$ cat src/rtl/encoder_8_to_3.sv
// One-hot to binary encoder with a combinational index path and a registered copy.
// Optional saturating error-cycle counter enabled by defining ENCODER_ERR_CNT_EN.
module encoder_8_to_3 #(
  parameter int width = 8
) (
  input  logic                     clk,
  input  logic                     rst_n,
  input  logic [width-1:0]         in,
  output logic [$clog2(width)-1:0] out,
  output logic                     valid,
  output logic                     err,
  output logic [$clog2(width)-1:0] out_q,
  output logic                     valid_q,
`ifdef ENCODER_ERR_CNT_EN
  output logic                     err_q,
  input  logic                     err_clr,
  output logic [7:0]               err_cnt
`else
  output logic                     err_q
`endif
);

  localparam int OW = $clog2(width);

  // Highest set bit wins, so multi-hot inputs resolve deterministically.
  function automatic logic [OW-1:0] top_index(input logic [width-1:0] v);
    logic [OW-1:0] idx;
    idx = {OW{1'b0}};
    for (int i = 0; i < width; i++) begin
      idx = v[i] ? OW'(i) : idx;
    end
    return idx;
  endfunction

  // Clearing the lowest set bit leaves something only when two or more bits were set.
  function automatic logic multi_hot(input logic [width-1:0] v);
    return (v & (v - width'(1))) != {width{1'b0}};
  endfunction

  logic [OW-1:0] out_d;
  logic          valid_d;
  logic          err_d;

  // Combinational encode and next-state values for the registered copy.
  always_comb begin
    out     = top_index(in);
    valid   = |in;
    err     = multi_hot(in);
    out_d   = out;
    valid_d = valid;
    err_d   = err;
  end

  // Registered copy of the combinational result, cleared immediately by reset.
  always_ff @(posedge clk or negedge rst_n) begin
    if (!rst_n) begin
      out_q   <= {OW{1'b0}};
      valid_q <= 1'b0;
      err_q   <= 1'b0;
    end else begin
      out_q   <= out_d;
      valid_q <= valid_d;
      err_q   <= err_d;
    end
  end

`ifdef ENCODER_ERR_CNT_EN
  logic [7:0] err_cnt_d;
  logic [7:0] err_cnt_q;

  // Saturating count of error cycles; a clear takes priority over an increment.
  always_comb begin
    err_cnt_d = err_cnt_q;
    if (err_clr) begin
      err_cnt_d = 8'h00;
    end else if (err && (err_cnt_q != 8'hFF)) begin
      err_cnt_d = err_cnt_q + 8'h01;
    end else begin
      err_cnt_d = err_cnt_q;
    end
  end

  // Error counter register.
  always_ff @(posedge clk or negedge rst_n) begin
    if (!rst_n) begin
      err_cnt_q <= 8'h00;
    end else begin
      err_cnt_q <= err_cnt_d;
    end
  end

  assign err_cnt = err_cnt_q;
`endif

endmodule

$ cat config.mk
export PLATFORM = sky130hd
export DESIGN_NAME = encoder_8_to_3
export DESIGN_NICKNAME = d
export VERILOG_FILES = /design/src/rtl/encoder_8_to_3.sv
export SDC_FILE = /design/constraint.sdc
export NUM_CORES = 1
export LEC_CHECK = 0
export BUFFER_PORTS_ARGS = -buffer_cell sky130_fd_sc_hd__buf_2
export CELL_PAD_IN_SITES_DETAIL_PLACEMENT = 0
export CELL_PAD_IN_SITES_GLOBAL_PLACEMENT = 1
export CORE_AREA = 4 4 41 43
export CTS_CLUSTER_SIZE = 25
export DETAILED_ROUTE_END_ITERATION = 10
export DIE_AREA = 0 0 45 47
export PLACE_DENSITY_LB_ADDON = 0.12
export SLEW_MARGIN = 20
export SYNTH_ARGS = -nofsm -noshare
export SYNTH_HDL_FRONTEND = slang
export SYNTH_SLANG_ARGS = --single-unit
$ cat constraint.sdc
create_clock -name clk -period 1.3 [get_ports clk]
set_input_delay 0.26 -clock clk [delete_from_list [all_inputs] [get_ports clk]]
set_output_delay 0.26 -clock clk [all_outputs]
set_load 0.02 [all_outputs]
==> results.ini <==
[logic_synthesis]
synth-edff-count=0
yosysSeqAreaShare_pct=48.8
yosys-top-cells-count=5 x dfrtp_1, 4 x nor2_1, 2 x nand2_1, 2 x nand2b_1, 2 x nor3_1
yosysTopAreaCellShare_pct=48.8
yosysMostFrequentCell=dfrtp_1
synthXorXnorAreaFrac_pct=0
synth_simple_gate_area_share_pct=32.7
async_flop_share_pct=100
ys_ff_latch=5
syn_nets=36
postSynthCellCount=26
synth_top_family_by_area=simple AND/OR/NAND/NOR gates
synthMuxAreaShare_pct=0
synth_area_per_cell_um2=9.87
synth-adder-area-share_pct=3.90
synth-compound-area-share_pct=13.2
synth_area_um2=256
ys.flop_type=dfrtp_1
synth_top_area_cell=dfrtp_1
yosys_warnings=0
yosys-top-cells-area=dfrtp_1 49%, nor4_4 8.3%, nor2_1 5.9%, nand2b_1 4.9%, maj3_1 3.9%
synth_cell_type_count=16

[worst_setup_path]
start_kind=input pin
cp.required_ps=1040
cp.arrival_ps=1340
cp-end-kind=primary output
path_cells=buf_8 > nor4_4 > nand2b_1 > a211oi_2 > o32ai_2 > buf_4
cp_slowest_stage_delay_ps=330
path_class=in2out
critPathMaxFanout=3
cp_slowest_cell=nor4_4

[outcome]
violations=setup timing
outcome=finished, violations left

[sta]
rsz0062_at_grt=true
finalHoldViolCount=0
hold_ws_ps=331
setup_viol=3
max_freq_mhz=623
finalCriticalPeriod_ps=1600
worst_pin_slew_ps=283
period_share_pct=123
slew_viol_final=0
timing.slew.headroom_pct=81.0
setup_ws_ps=-304

[final_layout]
multiInputGateArea_um2=180
num_antenna_cells=0
fillers=150
finalInstanceArea_um2=539
area_growth_syn_to_layout_pct=110
fin_nets=67
seq_area_um2=125
stdcell_count=71
utilization_pct=41.4
drive_gt1_share_pct=67.9

[global_route]
grt_pass1_wl_mm=1.27
overflow=0
antenna_found_initial=0
grt_usage_pct=8.91
grt_pass1_vias=301
grt_max_degree=6

[placement]
place_hpwl_um=647
placedInstanceArea_um2=413
place.gp.congestion=0.764
dp.cells=64
port_buffers=19

[detailed_routing]
route.detailed.drc=0
drtIter0Drc=1
num_vias=310
routed_wl_um=784
via_per_inst=4.37
wl_per_cell_um=11.0
ant_nets=0
firstDrtPassIters=2

[clocking]
cts_htree_levels=1
cts_made_buffers=3
cts_sinks=5
cts-root-buf=clkbuf_4
clk_pin_slew_ps=40
cts_tree=built
clk_path_buf_depth=2

[floorplan]
initial_utilization_pct=19.7
die_area_um2=2120
die_w_um=45
ioPinCount=20
core_um2=1300
rows=13
fp.dieH_um=47

[power]
p_per_area_nw_per_um2=834
p_leak_uw=0.000218
ir_worst_vdd_v=0.000212

[job]
cap_viol_max_count=0

[hold_path]
hp-class=in2reg

[stage by stage]
step | power (uW) | setup TNS, ps | setup slack (ps)
detailed placement | 253 | -561 | -348
CTS | 455 | -377 | -311
finish | 450 | -380 | -304
floorplan | 201 | 0 | 12.1
global placement | 251 | -482 | -307
global route | 473 | -583 | -380
[power breakdown]
group	internal [uW]	switching (uW)
clock	116	59.0
combinational	53.6	59.0
sequential	162	1.06
[cell type report]
class | count | area share [%]
Inverter | 1 | 0.696
Timing Repair Buffer | 26 | 34.3
Clock buffer | 4 | 4.87
Tap cell | 15 | 3.48
Multi-Input combinational cell | 20 | 33.4
Sequential cell | 5 | 23.2
[layer usage]
metal  up-vias  track usage (%)  wire (um)
met1       145             9.28        272
li1        153                -          -
met5         -                0          0
met4         0             8.77          4
met3         2             2.30         58
met2        10             14.4        449
[path summary, 6_finish.rpt]
check                      startpoint        to  slack (ps)  depth (start not counted)
worst max-delay path            in[2]       err        -300                          6
min in group asynchronous       rst_n  out_q[2]         370                          2
max in group asynchronous       rst_n     err_q         810                          2
worst min-delay path            in[6]  out_q[0]         330                          2
[registers in the layout, indices dropped and copies added (netlist names)]
name / count
err_q: 1
out_q: 3
valid_q: 1
[cells in the final DEF, fill, tap and decap left out]
cell type,count
buf_2,14
buf_4,7
dfrtp_1,5
clkbuf_4,3
nor2_1,2
nor2_2,2
nand2_1,2
buf_8,2
buf_6,2
inv_1,1
nand2b_4,1
a21oi_2,1
o21bai_1,1
nor4_4,1
nand2b_1,1
a211oi_2,1
nor3_2,1
nor2b_1,1
nor4_2,1
nor3_1,1
maj3_1,1
o32ai_2,1
nand3_4,1
o21ai_0,1
clkbuf_1,1
dlygate4sd3_1,1
[worst max-delay path, delay by kind of cell]
family,cells,cell delay (ps)
AND/OR/NAND/NOR,2,480
AO/OA/AOI/OAI,2,320
buffers and inverters,2,270
[timing repair]
action	in CTS	in global routing
resized for setup	11	7
hold buffers	1	0
endpoints found under the hold margin	5	0
endpoints found under the setup margin	3	3
pin swaps	6	4
buffers inserted	1	1
[kinds of logic after synthesis]
family / count (synthesis)
adders and majority gates: 1
AOI/OAI and AO/OA: 5
buffers and inverters: 1
DFF: 5
and+or+nand+nor: 14
(Power assumes the default switching activity.)
